==> src/rtl/adder_arb_pkg.sv <==
// Shared types, defaults and the round-robin search helper for the adder-sharing arbiter.
// Used by rr_arbiter and adder_share_arbiter.
package adder_arb_pkg;

    localparam int DEF_BUS_WIDTH = 32;
    localparam int DEF_NUM_REQ   = 4;

    typedef enum logic [1:0] {
        EMPTY = 2'd0,
        MID   = 2'd1,
        FULL  = 2'd2
    } rsp_state_e;

    // Index of the first valid bit at or after ptr, wrapping modulo num_req (0 if none valid).
    function automatic int rr_next(input int ptr, input logic [15:0] valid, input int num_req);
        int   win;
        int   idx;
        logic found;
        win   = 0;
        found = 1'b0;
        for (int i = 0; i < 16; i++) begin
            if (i < num_req) begin
                idx = ptr + i;
                if (idx >= num_req) begin
                    idx = idx - num_req;
                end else begin
                    idx = idx;
                end
                if (!found && valid[idx[3:0]]) begin
                    win   = idx;
                    found = 1'b1;
                end else begin
                    found = found;
                end
            end else begin
                found = found;
            end
        end
        return win;
    endfunction

endpackage

==> src/rtl/ripple_carry_adder.sv <==
// Plain ripple-carry adder; the carry out of the top bit is dropped.
module ripple_carry_adder #(
    parameter int BUS_WIDTH = 32
) (
    input  logic [BUS_WIDTH-1:0] in1,
    input  logic [BUS_WIDTH-1:0] in2,
    output logic [BUS_WIDTH-1:0] out
);

    logic carry_s;

    // Bit-serial sum/carry chain from LSB to MSB
    always_comb begin
        carry_s = 1'b0;
        out     = '0;
        for (int i = 0; i < BUS_WIDTH; i++) begin
            out[i]  = in1[i] ^ in2[i] ^ carry_s;
            carry_s = (in1[i] & in2[i]) | (carry_s & (in1[i] ^ in2[i]));
        end
    end

endmodule

==> src/rtl/rr_arbiter.sv <==
// Combinational round-robin arbiter: valid vector plus search pointer gives a one-hot grant
// and the winner index.
module rr_arbiter
    import adder_arb_pkg::*;
#(
    parameter int NUM_REQ  = DEF_NUM_REQ,
    parameter int ID_WIDTH = $clog2(NUM_REQ)
) (
    input  logic [NUM_REQ-1:0]  valid,
    input  logic [ID_WIDTH-1:0] ptr,
    output logic [NUM_REQ-1:0]  grant,
    output logic [ID_WIDTH-1:0] winner,
    output logic                any_valid
);

    logic [15:0] valid_ext_s;

    // Widen the request vector to the helper's fixed 16-bit form
    always_comb begin
        valid_ext_s              = 16'd0;
        valid_ext_s[NUM_REQ-1:0] = valid;
    end

    assign any_valid = |valid;
    assign winner    = ID_WIDTH'(rr_next(int'(ptr), valid_ext_s, NUM_REQ));

    // One-hot grant for the winner, only when somebody is asking
    always_comb begin
        grant = '0;
        if (any_valid) begin
            grant[winner] = 1'b1;
        end else begin
            grant = '0;
        end
    end

endmodule

==> src/rtl/adder_share_arbiter.sv <==
// Shares one ripple_carry_adder among NUM_REQ requesters with round-robin arbitration and a
// registered, id-tagged response. Define ADDER_ARB_SKID_EN for a 2-entry response FIFO.
module adder_share_arbiter
    import adder_arb_pkg::*;
#(
    parameter int BUS_WIDTH = DEF_BUS_WIDTH,
    parameter int NUM_REQ   = DEF_NUM_REQ,
    parameter int ID_WIDTH  = $clog2(NUM_REQ)
) (
    input  logic                         clk,
    input  logic                         rst_n,
    input  logic [NUM_REQ-1:0]           req_valid,
    output logic [NUM_REQ-1:0]           req_ready,
    input  logic [NUM_REQ*BUS_WIDTH-1:0] req_in1,
    input  logic [NUM_REQ*BUS_WIDTH-1:0] req_in2,
    output logic                         rsp_valid,
    input  logic                         rsp_ready,
    output logic [BUS_WIDTH-1:0]         rsp_sum,
    output logic [ID_WIDTH-1:0]          rsp_id
);

    logic [ID_WIDTH-1:0]  ptr_r;
    logic [ID_WIDTH-1:0]  winner_s;
    logic [NUM_REQ-1:0]   grant_s;
    logic                 any_valid_s;
    logic                 accept_s;
    logic                 transfer_s;
    logic [BUS_WIDTH-1:0] op_a_s [NUM_REQ];
    logic [BUS_WIDTH-1:0] op_b_s [NUM_REQ];
    logic [BUS_WIDTH-1:0] add_a_s;
    logic [BUS_WIDTH-1:0] add_b_s;
    logic [BUS_WIDTH-1:0] add_sum_s;
    rsp_state_e           state_r;
    rsp_state_e           state_next_s;

    rr_arbiter #(
        .NUM_REQ  (NUM_REQ),
        .ID_WIDTH (ID_WIDTH)
    ) u_arb (
        .valid     (req_valid),
        .ptr       (ptr_r),
        .grant     (grant_s),
        .winner    (winner_s),
        .any_valid (any_valid_s)
    );

    for (genvar g = 0; g < NUM_REQ; g++) begin : g_unpack
        assign op_a_s[g] = req_in1[g*BUS_WIDTH +: BUS_WIDTH];
        assign op_b_s[g] = req_in2[g*BUS_WIDTH +: BUS_WIDTH];
    end

    assign add_a_s = op_a_s[winner_s];
    assign add_b_s = op_b_s[winner_s];

    ripple_carry_adder #(
        .BUS_WIDTH (BUS_WIDTH)
    ) u_adder (
        .in1 (add_a_s),
        .in2 (add_b_s),
        .out (add_sum_s)
    );

`ifdef ADDER_ARB_SKID_EN
    logic                 pop_s;
    logic                 head_r;
    logic                 wr_idx_s;
    logic [BUS_WIDTH-1:0] sum_q_r [2];
    logic [ID_WIDTH-1:0]  id_q_r  [2];

    assign pop_s    = (state_r != EMPTY) && rsp_ready;
    assign accept_s = (state_r != FULL) || rsp_ready;
    // With one entry the tail is the slot after head; when empty or full it is head itself
    assign wr_idx_s = head_r ^ (state_r == MID);
`else
    logic [BUS_WIDTH-1:0] rsp_sum_r;
    logic [ID_WIDTH-1:0]  rsp_id_r;

    assign accept_s = (state_r == EMPTY) || rsp_ready;
`endif

    assign transfer_s = any_valid_s && accept_s;
    assign req_ready  = (accept_s && rst_n) ? grant_s : '0;
    assign rsp_valid  = (state_r != EMPTY);

    // Response occupancy state register
    always_ff @(posedge clk or negedge rst_n) begin
        if (!rst_n) begin
            state_r <= EMPTY;
        end else begin
            state_r <= state_next_s;
        end
    end

    // Occupancy next-state from push (transfer) and pop
    always_comb begin
        state_next_s = state_r;
        case (state_r)
`ifdef ADDER_ARB_SKID_EN
            EMPTY: begin
                if (transfer_s) state_next_s = MID;
                else            state_next_s = EMPTY;
            end
            MID: begin
                if (transfer_s && !pop_s)      state_next_s = FULL;
                else if (!transfer_s && pop_s) state_next_s = EMPTY;
                else                           state_next_s = MID;
            end
            FULL: begin
                if (pop_s && !transfer_s) state_next_s = MID;
                else                      state_next_s = FULL;
            end
`else
            EMPTY: begin
                if (transfer_s) state_next_s = FULL;
                else            state_next_s = EMPTY;
            end
            FULL: begin
                if (transfer_s)     state_next_s = FULL;
                else if (rsp_ready) state_next_s = EMPTY;
                else                state_next_s = FULL;
            end
`endif
            default: state_next_s = EMPTY;
        endcase
    end

    // Round-robin pointer moves past the winner on each transfer
    always_ff @(posedge clk or negedge rst_n) begin
        if (!rst_n) begin
            ptr_r <= '0;
        end else if (transfer_s) begin
            if (winner_s == ID_WIDTH'(NUM_REQ - 1)) ptr_r <= '0;
            else                                   ptr_r <= winner_s + ID_WIDTH'(1);
        end
    end

`ifdef ADDER_ARB_SKID_EN
    // Two-slot response FIFO storage and head pointer
    always_ff @(posedge clk or negedge rst_n) begin
        if (!rst_n) begin
            head_r     <= 1'b0;
            sum_q_r[0] <= '0;
            sum_q_r[1] <= '0;
            id_q_r[0]  <= '0;
            id_q_r[1]  <= '0;
        end else begin
            if (transfer_s) begin
                sum_q_r[wr_idx_s] <= add_sum_s;
                id_q_r[wr_idx_s]  <= winner_s;
            end
            if (pop_s) begin
                head_r <= ~head_r;
            end
        end
    end

    assign rsp_sum = sum_q_r[head_r];
    assign rsp_id  = id_q_r[head_r];
`else
    // Single response register, reloaded on every transfer
    always_ff @(posedge clk or negedge rst_n) begin
        if (!rst_n) begin
            rsp_sum_r <= '0;
            rsp_id_r  <= '0;
        end else if (transfer_s) begin
            rsp_sum_r <= add_sum_s;
            rsp_id_r  <= winner_s;
        end
    end

    assign rsp_sum = rsp_sum_r;
    assign rsp_id  = rsp_id_r;
`endif

endmodule
==> config.mk <==
export PLATFORM = sky130hd
export DESIGN_NAME = adder_share_arbiter
export DESIGN_NICKNAME = d
export VERILOG_FILES = /design/src/rtl/adder_arb_pkg.sv /design/src/rtl/ripple_carry_adder.sv /design/src/rtl/rr_arbiter.sv /design/src/rtl/adder_share_arbiter.sv
export SDC_FILE = /design/constraint.sdc
export NUM_CORES = 1
export LEC_CHECK = 0
export BUFFER_PORTS_ARGS = -buffer_cell sky130_fd_sc_hd__buf_2
export CORE_AREA = 2 2 116 118
export CTS_CLUSTER_SIZE = 20
export DETAILED_ROUTE_END_ITERATION = 12
export DIE_AREA = 0 0 118 120
export HOLD_SLACK_MARGIN = 0.1
export PLACE_DENSITY_LB_ADDON = 0.25
export SLEW_MARGIN = 20
export SYNTH_ARGS = -nofsm -noshare
export SYNTH_HDL_FRONTEND = slang
export SYNTH_HIERARCHICAL = 1
export SYNTH_SLANG_ARGS = --single-unit
==> constraint.sdc <==
create_clock -name clk -period 27.1 [get_ports clk]
set_clock_uncertainty 0.05 [all_clocks]
set_input_delay 0 -clock clk [delete_from_list [all_inputs] [get_ports clk]]
set_output_delay 0 -clock clk [all_outputs]
set_load 0.05 [all_outputs]
Yosys cells after proc, flatten, opt, wreduce, memory -nomap -nowiden
Cells that the tools add are included.
{ "totals": {"regBits": 38, "inputBits": 263, "wordCells": 227} }
{ "op_classes": {"add_sub_neg": 8, "order_cmp": 11, "eq_ne": 2, "n_mux": 34, "bitwise": 155, "reduce_logical": 13} }
{ "ops": {"columns": ["cell", "count"], "rows": [
  ["$bmux W32 S2", 2],
  ["$mux W32", 4],
  ["$ge A32 B4 Y1 const B", 3],
  ["$xor A1 B1 Y1", 63],
  ["$and A1 B1 Y1", 61],
  ["$or A1 B1 Y1", 30],
  ["$mux W4", 6],
  ["$lt A4 B5 Y1 const B", 4],
  ["$bmux W1 S4", 4],
  ["$mux W2", 8],
  ["$sub A3 B3 Y4 const B", 3],
  ["$mux W1", 8],
  ["$add A2 B2 Y3 const B", 2],
  ["$logic_and A1 B1 Y1", 6],
  ["$eq A2 B2 Y1 const B", 2],
  ["$pmux W2 S2", 1],
  ["$reduce_or A4 Y1", 1],
  ["$sub A2 B3 Y4 const B", 1],
  ["$add A2 B1 Y3 const B", 1],
  ["$ge A2 B3 Y1 const B", 1],
  ["$ge A3 B3 Y1 const B", 1],
  ["$logic_not A1 Y1", 3],
  ["$lt A2 B3 Y1 const B", 1],
  ["$not A2 Y3", 1],
  ["6 further kinds", 6]
]} }

Logic depth before layout (Yosys ltp)
Gate-level depths: netlist (run 1).
{ "logic_depth": {"ltp_word": 80, "mapped_depth": 47} }

Cells and area by module
Netlist (run 1), hierarchy kept.
{ "by_module_without_submodules": {"columns": ["module", "instances", "cells_per_inst", "area_per_inst_um2", "seq_area_each_um2"], "rows": [
  ["adder_share_arbiter", 1, 163, 2962.8, 925.9],
  ["ripple_carry_adder", 1, 37, 655.6, 0.0],
  ["rr_arbiter", 1, 50, 367.9, 0.0]
]} }

Worst setup path after synthesis (run 1)
OpenSTA, ideal clock, no wires.
{ "synth_timing": {"kind": "register to register", "from": "reg ptr_r[0]", "to": "reg rsp_sum_r[31] (netlist: rsp_sum[31])", "setup_time_ns": 0.125, "t_arrival_ns": 14.492, "required_time_ns": 26.925, "slack_ns": 12.434, "stages_incl_launch_ff": 47, "path_buffers": 4, "path_cell_list": "dfrtp_1 > buf_6 > inv_1 > ha_1 > buf_2 > mux4_1 > o311a_1 > o2111ai_1 > nand2_1 > buf_6 > buf_6 > mux4_2 > ha_1 > fa_1 > fa_1 > fa_1 > fa_1 > fa_1 > [11 not listed] > fa_1 > inv_1 > fa_1 > fa_1 > fa_1 > fa_1 > fa_1 > fa_1 > fa_1 > fa_1 > fa_1 > fa_1 > fa_1 > fa_1 > fa_1 > fa_1 > xor3_1 > mux2_2"} }
{ "synth_between": {"elab_chain_len": 80} }
{ "synth_rtl": {"columns": ["element", "line", "text"], "rows": [
  ["from (decl)", "adder_share_arbiter.sv:22", "logic [ID_WIDTH-1:0] ptr_r;"],
  ["from (signal assigned)", "adder_share_arbiter.sv:133", "else ptr_r <= winner_s + ID_WIDTH'(1);"],
  ["parallel branches: the longest is 13 deep, another holds $ge A32 B4 Y1", null, null],
  ["$mux W2 (*)", "adder_arb_pkg.sv:29", "if (!found && valid[idx[3:0]]) begin"],
  ["via winner_s[0]", "adder_share_arbiter.sv:23", "logic [ID_WIDTH-1:0] winner_s;"],
  ["$not A2 Y3 (implied by the code) (*)", "adder_share_arbiter.sv:53", "assign add_b_s = op_b_s[winner_s];"],
  ["$bmux W32 S2 (*)", "adder_share_arbiter.sv:53", null],
  ["$mux W32 (implied by the code) (*) (2 in a row)", "adder_share_arbiter.sv:53", null],
  ["via add_b_s[0]", "adder_share_arbiter.sv:31", "logic [BUS_WIDTH-1:0] add_b_s;"],
  ["$and A1 B1 Y1 (*) (2 in a row)", "ripple_carry_adder.sv:18", "carry_s = (in1[i] & in2[i]) | (carry_s & (in1[i] ^ in2[i]));"],
  ["[53 not listed]", null, null],
  ["$and A1 B1 Y1 (*)", "ripple_carry_adder.sv:18", null],
  ["$or A1 B1 Y1 (*)", "ripple_carry_adder.sv:18", null],
  ["$and A1 B1 Y1 (*)", "ripple_carry_adder.sv:18", null],
  ["$or A1 B1 Y1 (*)", "ripple_carry_adder.sv:18", null],
  ["$and A1 B1 Y1 (*)", "ripple_carry_adder.sv:18", null],
  ["$or A1 B1 Y1 (*)", "ripple_carry_adder.sv:18", null],
  ["$xor A1 B1 Y1 (*)", "ripple_carry_adder.sv:17", "out[i] = in1[i] ^ in2[i] ^ carry_s;"],
  ["via add_sum_s[31]", "adder_share_arbiter.sv:32", "logic [BUS_WIDTH-1:0] add_sum_s;"],
  ["to (signal assigned)", "adder_share_arbiter.sv:166", "rsp_sum_r <= add_sum_s;"],
  ["to (decl)", "adder_share_arbiter.sv:75", "logic [BUS_WIDTH-1:0] rsp_sum_r;"]
]} }
Mark *: on every way through the listed nets, which the timed path passes. The select of a mux whose other input is x is not followed.
A chain may end at the register's enable or synchronous reset.

Worst setup path after layout (run 1)
{ "layout_timing": {"from": "reg ptr_r[0]", "to": "reg rsp_sum_r[31] (netlist: rsp_sum[31])"} }
{ "layout_between": {"elab_chain_len": 80} }
{ "layout_rtl": {"columns": ["element", "line", "text"], "rows": [
  ["parallel branches: the longest is 13 deep, another holds $ge A32 B4 Y1", null, null],
  ["$mux W2 (*)", "adder_arb_pkg.sv:29", null],
  ["via winner_s[0]", "adder_share_arbiter.sv:23", null],
  ["$not A2 Y3 (implied by the code) (*)", "adder_share_arbiter.sv:52", "assign add_a_s = op_a_s[winner_s];"],
  ["$bmux W32 S2 (*)", "adder_share_arbiter.sv:52", null],
  ["$mux W32 (implied by the code) (*) (2 in a row)", "adder_share_arbiter.sv:52", null],
  ["via add_a_s[0]", "adder_share_arbiter.sv:30", "logic [BUS_WIDTH-1:0] add_a_s;"],
  ["$and A1 B1 Y1 (*) (2 in a row)", "ripple_carry_adder.sv:18", null],
  ["[53 not listed]", null, null],
  ["$and A1 B1 Y1 (*)", "ripple_carry_adder.sv:18", null],
  ["$or A1 B1 Y1 (*)", "ripple_carry_adder.sv:18", null],
  ["$and A1 B1 Y1 (*)", "ripple_carry_adder.sv:18", null],
  ["$or A1 B1 Y1 (*)", "ripple_carry_adder.sv:18", null],
  ["$and A1 B1 Y1 (*)", "ripple_carry_adder.sv:18", null],
  ["$or A1 B1 Y1 (*)", "ripple_carry_adder.sv:18", null],
  ["$xor A1 B1 Y1 (*)", "ripple_carry_adder.sv:17", null],
  ["via add_sum_s[31]", "adder_share_arbiter.sv:32", null]
]} }
Marks and branches as above.

==> out/results.tsv, run 1 <==
stage	metric	value	unit
cts	CTS root buffer	clkbuf_16	
setup_path	CP most frequent cell	fa_1	
die	Rows	42	
layout	share of cells above drive strength 1	0.767	
cts	total CTS buffers	5	
sta	post-route setup TNS	0	ns
yosys	ys async rst share	1.00	
global_route	vias in the first global route	3747	
layout	most frequent cells in the layout	buf_2, mux4_2, dfrtp_1, mux2_2, fa_1	
cts	H-tree levels	2	
routing	Pre-Repair DR Iteration Count	4	
sta	Final min period	16.11	ns
yosys	Post-Synthesis Cells	250	
global_route	GR Util met3	0.0452	
yosys	Main synth FF type	dfrtp_1	
power	leak pwr	2.74	nW
routing	DR vias/cell	4.96	
yosys	Post-Syn Nets	549	
setup_path	Buf+Inv Stages, Crit Path	4	
place	Post-DP HPWL	10700	microns
layout	most common cell after layout, fill and taps aside	buf_2	
sta	Final Cycle Share	0.595	
setup_path	CP Max Fanout	35	
sta	Slew Limit Headroom	0.358	
yosys	mapped cell area	0.00399	sq mm
yosys	syn_area_per_cell	15.9	sq um
setup_path	Worst R2R Start	ptr_r[0]	
setup_path	Worst Setup EP	rsp_sum[31]	
sta	Slew @ Worst Pin	0.963	ns
global_route	GRT Util Overall	0.173	
hold_path	min-delay worst type	in2reg	
setup_path	critical path depth	43	
die	Core Region	0.0130	sq mm
sta	Setup violations, final	0	
routing	final wirelength	12500	microns
setup_path	critical path class	reg2reg	
routing	# DRC	0	
setup_path	Worst path max stage delay	0.68	ns
die	die height	120	microns
yosys	YS warnings	6	
cts	setup bufs post-CTS	0	
setup_path	CP required	27.21	ns
job	max cap viols	0	
setup_path	CP startpoint	ptr_r[0]	
die	die area	0.0142	sq mm
global_route	GR peak layer	met2	
setup_path	type of origin of the critical path	flop	
cts	CTS max path bufs	2	
yosys	post-synthesis sequential area ratio	0.232	
place	dpl cell area	0.00561	sq mm
global_route	GR Layer Usage met2	0.335	
setup_path	Worst setup EP type	flop	
routing	DR vias	3575	
setup_path	worst r2r path cells	43	
cts	CTS tree	done	
setup_path	reg-to-reg endpoint	rsp_sum[31]	
global_route	global-route wire length before repair	19200	microns
sta	endpoints failing hold	0	
die	chip width	118	microns
layout	synthesis-to-finish area growth	45.6	%
layout	Post-layout nets	843	
power	PwrDens	173	mW/mm^2
yosys	count of different cell masters after synthesis	40	
global_route	met1 Track Usage GR	0.189	
routing	antenna viol nets, final	0	
cts	Reg clk slew, reported paths	0.06	ns
global_route	largest net degree at the start of global routing	42	
global_route	initial antenna violation count	1	
routing	DR WL/cell	17.4	microns
setup_path	largest delay contributor family on the critical path	adder cells	
die	Ports	302	
cts	clock sink count	37	
sta	final hold slack	0.126	ns
setup_path	reg-to-reg slack, setup	10.99	ns
routing	DR iter-0 viols	115	
layout	fill count	1226	
place	# port buffers	301	
cts	Worst-Skew Late Latency	0.28	ns
setup_path	Worst EP arrival	16.23	ns
layout	Design Area, Final	0.00580	sq mm
die	Starting Density	0.307	
setup_path	CP max-delay cell	dfrtp_1	
yosys	Post-synth EDFFs	0	
run_status	run status	finished, final reports clean	
sta	RSZ-0062 raised after global routing	false	
sta	Slew Limit Fails	0	
layout	Antenna diodes	0	
place	RD Place Congestion	0.882	
power	worst vdd ir	0.0000643	V
sta	fmax	62.1	MHz
yosys	register bit total from synthesis	37	
global_route	GR Overflow Total	0	
synth_stat cells, types with 2 or more instances:
library cell	number	area, sq um
a211oi_1	3	22.5
and3_1	4	25.0
buf_2	7	35.0
buf_4	5	37.5
buf_6	6	67.6
dfrtp_1	37	926
fa_1	30	601
ha_1	6	75.1
inv_1	9	33.8
mux2_2	36	405
mux2i_1	4	40.0
mux4_2	64	1440
nand2_1	5	18.8
nor2_1	4	15.0
nor3_1	2	10.0
o21ai_0	3	15.0
o22ai_1	2	12.5
worst min-delay path, cell delays in order:
cell and delay (ns):
buf_2 0.14, nor3_1 0.09, inv_1 0.08, nand2b_1 0.10
repair_timing:
action,in CTS,in global routing
endpoints found under the hold margin,38,0
hold buffers,2,0
gates resized for setup,0,0
sequential cells by signal (all words and copies together), names as in the netlist:
signal,cells
rsp_sum,32
state_r,1
rsp_id,2
ptr_r,2
layer usage:
layer,vias up,wire length [microns]
li1,1593,-
met1,1765,4410
met2,206,6970
met3,11,1040
met4,0,130
met5,-,0
area by class of cell:
cell class	instances	area (sq um)	area share
sequential	37	926	0.160
clock buffer	7	143	0.0246
multi-input combinational	185	2900	0.500
tap	176	220	0.0379
clock inverter	1	30.0	0.00517
timing repair buffer	306	1550	0.267
inverter	9	33.8	0.00582
how the worst min path moves through the flow:
stage | endpoint | depth (start not counted) | start | slack, ns
6_report | state_r[1] | 4 | req_valid[0] | 0.13
5_1_grt | state_r[1] | 4 | req_valid[0] | 0.16
4_1_cts | state_r[1] | 4 | req_valid[0] | 0.11
3_5_place_dp | rsp_id[0] | 1 | rst_n | 0.15
3_3_place_gp | rsp_sum[16] | 1 | rst_n | 0.14
2_1_floorplan | ptr_r[0] | 0 | rst_n | -0.35
cells by family after synthesis:
group           count (synthesis)  share of synthesized area
xor+xnor                        1                    0.00596
fa+ha+maj                      36                      0.169
flops                          37                      0.232
mux                           105                      0.480
buf+inv                        28                     0.0446
compound gates                 18                     0.0333
simple gates                   25                     0.0345
stage by stage:
stage | util | setup slack (ns) | instances | total power, W
final | 0.447 | 10.99 | 721 | 0.00100
after global routing | 0.447 | 10.32 | 721 | 0.00111
after CTS | 0.447 | 10.97 | 721 | 0.00103
after detailed placement | 0.432 | 11.03 | 711 | 0.000952
after global placement | 0.432 | 11.41 | 711 | 0.000925
after floorplan | - | 12.43 | 250 | 0.000783
report_power, final:
part           switching [W]  internal, W
Sequential         0.0000185    0.0000923
Combinational       0.000423     0.000402
Clock              0.0000228    0.0000460
Total               0.000464     0.000541
Note: power is estimated with default switching activity, not from simulation.
==> run 2: changes to the inputs <==
--- a/config.mk
+++ b/config.mk
@@ -6,10 +6,10 @@
 export NUM_CORES = 1
 export LEC_CHECK = 0
 export BUFFER_PORTS_ARGS = -buffer_cell sky130_fd_sc_hd__buf_2
-export CORE_AREA = 2 2 116 118
+export CORE_AREA = 2 2 117 119
 export CTS_CLUSTER_SIZE = 20
 export DETAILED_ROUTE_END_ITERATION = 12
-export DIE_AREA = 0 0 118 120
+export DIE_AREA = 0 0 119 121
 export HOLD_SLACK_MARGIN = 0.1
 export PLACE_DENSITY_LB_ADDON = 0.25
 export SLEW_MARGIN = 20
==> constraint.sdc (replaced) <==
create_clock -name clk -period 13.1 [get_ports clk]
set_clock_uncertainty 0.05 [all_clocks]
set_input_delay 0 -clock clk [delete_from_list [all_inputs] [get_ports clk]]
set_output_delay 0 -clock clk [all_outputs]
set_load 0.05 [all_outputs]
==> run 2 against run 1 <==
The run now ends with negative setup slack left. Sequential cell count unchanged. Non-clock buffer count increased by 17. Sequential power increased by 100%. Combinational power up 130%. Cell area up 5.4%. Via count is 3.4% higher. Count of clock-buffer cells in the layout is the same. Final cell count is 2.4% higher. Maximum frequency up 20%. Routed wire length grew 12%. Register-to-register slack worse by 11 ns. Hold slack gained 0.0026 ns.
==> out/results.tsv, run 2 (synthesis results as in run 1) <==
stage	metric	value	unit	change
setup_path	type of origin of the critical path	flop		unchanged
power	Sw Ratio	0.451		was 0.462
power	sequential power share	0.101		was 0.110
die	Rows	42		unchanged
setup_path	CP required	13.21	ns	was 27.21 ns
sta	Final WS setup	-0.328	ns	was 10.99 ns
setup_path	CP Max Fanout	7		was 35
routing	DR iter-0 viols	190		was 115
global_route	global-route wire length before repair	21600	microns	was 19200 microns
die	Starting Density	0.305		was 0.307
routing	DR vias/cell	5.01		was 4.96
power	switching power total	0.00101	W	was 0.000464 W
layout	most frequent cells in the layout	buf_2, mux4_2, mux2_2, dfrtp_1, fa_2		was buf_2, mux4_2, dfrtp_1, mux2_2, fa_1
sta	Setup violations, final	2		was 0
setup_path	CP max-delay cell	mux4_2		was dfrtp_1
layout	share of cells above drive strength 1	0.856		was 0.767
setup_path	Worst path max stage delay	0.55	ns	was 0.68 ns
power	leak pwr	2.80	nW	was 2.74 nW
routing	DR vias	3695		was 3575
die	die height	121	microns	was 120 microns
routing	antenna viol nets, final	0		unchanged
power	Clk network pwr share	0.063		was 0.068
cts	H-tree levels	2		unchanged
cts	Reg clk slew, reported paths	0.06	ns	about the same
setup_path	CP most frequent cell	fa_2		was fa_1
power	worst vdd ir	0.000179	V	was 0.0000643 V
layout	Antenna diodes	0		unchanged
global_route	vias in the first global route	4029		was 3747
global_route	GR Overflow Total	0		unchanged
die	Ports	302		unchanged
sta	RSZ-0062 raised after global routing	true		was false
place	# port buffers	301		unchanged
cts	CTS root buffer	clkbuf_16		unchanged
sta	Final Cycle Share	1.03		was 0.595
power	Internal Power	0.00123	W	was 0.000541 W
cts	CTS max path bufs	2		unchanged
setup_path	critical path class	reg2reg		unchanged
sta	fmax	74.5	MHz	was 62.1 MHz
routing	final wirelength	14100	microns	was 12500 microns
setup_path	Worst setup EP type	flop		unchanged
layout	synthesis-to-finish area growth	53.5	%	was 45.6%
die	die area	0.0144	sq mm	was 0.0142 sq mm
hold_path	min-delay worst type	in2reg		unchanged
cts	Worst-Skew Late Latency	0.28	ns	about the same
sta	Slew Limit Fails	0		unchanged
die	chip width	119	microns	was 118 microns
setup_path	Worst EP arrival	13.54	ns	was 16.23 ns
cts	clock sink count	37		unchanged
run_status	run status	complete, but fails checks		was finished, final reports clean
cts	total CTS buffers	5		unchanged
cts	CTS tree	done		unchanged
power	PwrDens	368	mW/mm^2	was 173 mW/mm^2
sta	final hold slack	0.128	ns	was 0.126 ns
place	pre-CTS WS	-0.474	ns	was 11.03 ns
routing	Pre-Repair DR Iteration Count	4		unchanged
routing	# DRC	0		unchanged
power	combinational power share	0.836		was 0.821
layout	max FFs per register	32		unchanged
sta	Final min period	13.43	ns	was 16.11 ns
sta	Slew @ Worst Pin	0.925	ns	was 0.963 ns
layout	most common cell after layout, fill and taps aside	buf_2		unchanged
global_route	initial antenna violation count	0		was 1
layout	Design Area, Final	0.00612	sq mm	was 0.00580 sq mm
global_route	largest net degree at the start of global routing	42		unchanged
place	Post-DP HPWL	12300	microns	was 10700 microns
job	max cap viols	0		unchanged
place	RD Place Congestion	1.08		was 0.882
place	dpl cell area	0.00583	sq mm	was 0.00561 sq mm
die	Core Region	0.0131	sq mm	was 0.0130 sq mm
global_route	GRT Util Overall	0.197		was 0.173
run_status	failing checks	negative setup slack		
routing	DR WL/cell	19.1	microns	was 17.4 microns
layout	Post-layout nets	860		was 843
sta	Slew Limit Headroom	0.383		was 0.358
sta	endpoints failing hold	0		unchanged
-- run 2: cell count changes in the layout (fill, tap and decap cells not counted), sizes merged --
cell	before	now
buf	304	321
-- run 2: area by class of cell --
cell class	instances	area, sq um
Multi-Input combinational cell	185	3070
Timing Repair Buffer	323	1690
Sequential cell	37	928
Clock inverter	1	30.0
Clock buffer	7	143
Inverter	9	36.3
Fill cell	1203	6970
Tap cell	176	220
-- run 2: repair_timing --
item	4_1_cts	5_1_grt
endpoints found under the hold margin	38	0
hold buffers	2	0
endpoints found under the setup margin	3	3
pin swaps	5	6
resized for setup	9	11
setup buffers	1	2
-- run 2: through the flow --
| step | utilization | power, W | TNS, ns | instances |
|---|---|---|---|---|
| after floorplan | - | 0.00171 | -0.314 | 250 |
| after global placement | 0.445 | 0.00204 | -0.265 | 725 |
| after detailed placement | 0.445 | 0.00211 | -0.829 | 725 |
| after CTS | 0.463 | 0.00227 | -0.623 | 736 |
| after global routing | 0.467 | 0.00250 | -1.37 | 738 |
| final | 0.467 | 0.00225 | -0.548 | 738 |
-- run 2: worst paths after layout --
check	end	cells past startpoint	startpoint	slack, ns
max	rsp_sum[31]	42	ptr_r[0]	-0.33
min	state_r[1]	4	req_valid[0]	0.13
max reg2reg	rsp_sum[31]	42	ptr_r[0]	-0.33
min reg2reg	rsp_sum[20]	1	rsp_sum[20]	0.45
max in group asynchronous	ptr_r[1]	2	rst_n	11.99
min in group asynchronous	rsp_sum[24]	2	rst_n	0.36
-- run 2: worst max-delay path: cells and delay by family, from the launching register on --
kind | cells | cell delay [ns]
and+or+nand+nor | 3 | 0.54
muxes | 2 | 0.82
xor gates and xnor gates | 1 | 0.18
AOI/OAI and AO/OA | 2 | 0.43
adders and majority gates | 32 | 10.71
buffers and inverters | 2 | 0.10
DFF | 1 | 0.47
-- run 2: power by group through the flow --
| stage | sequential [W] | combinational (W) | clock, W |
|---|---|---|---|
| finish | 0.000227 | 0.00188 | 0.000143 |
| global route | 0.000234 | 0.00211 | 0.000153 |
| CTS | 0.000224 | 0.00190 | 0.000150 |
| detailed placement | 0.000225 | 0.00188 | 0 |
| global placement | 0.000222 | 0.00182 | 0 |
| floorplan | 0.000414 | 0.00129 | 0 |
-- run 2: metal layers --
| layer | part of all wire | up-vias | GRT usage |
|---|---|---|---|
| met2 | 0.51 | 167 | 0.334 |
| met5 | 0 | - | 0 |
| met1 | 0.41 | 1875 | 0.255 |
| met3 | 0.065 | 19 | 0.0428 |
| li1 | - | 1634 | - |
| met4 | 0.018 | 0 | 0.0543 |
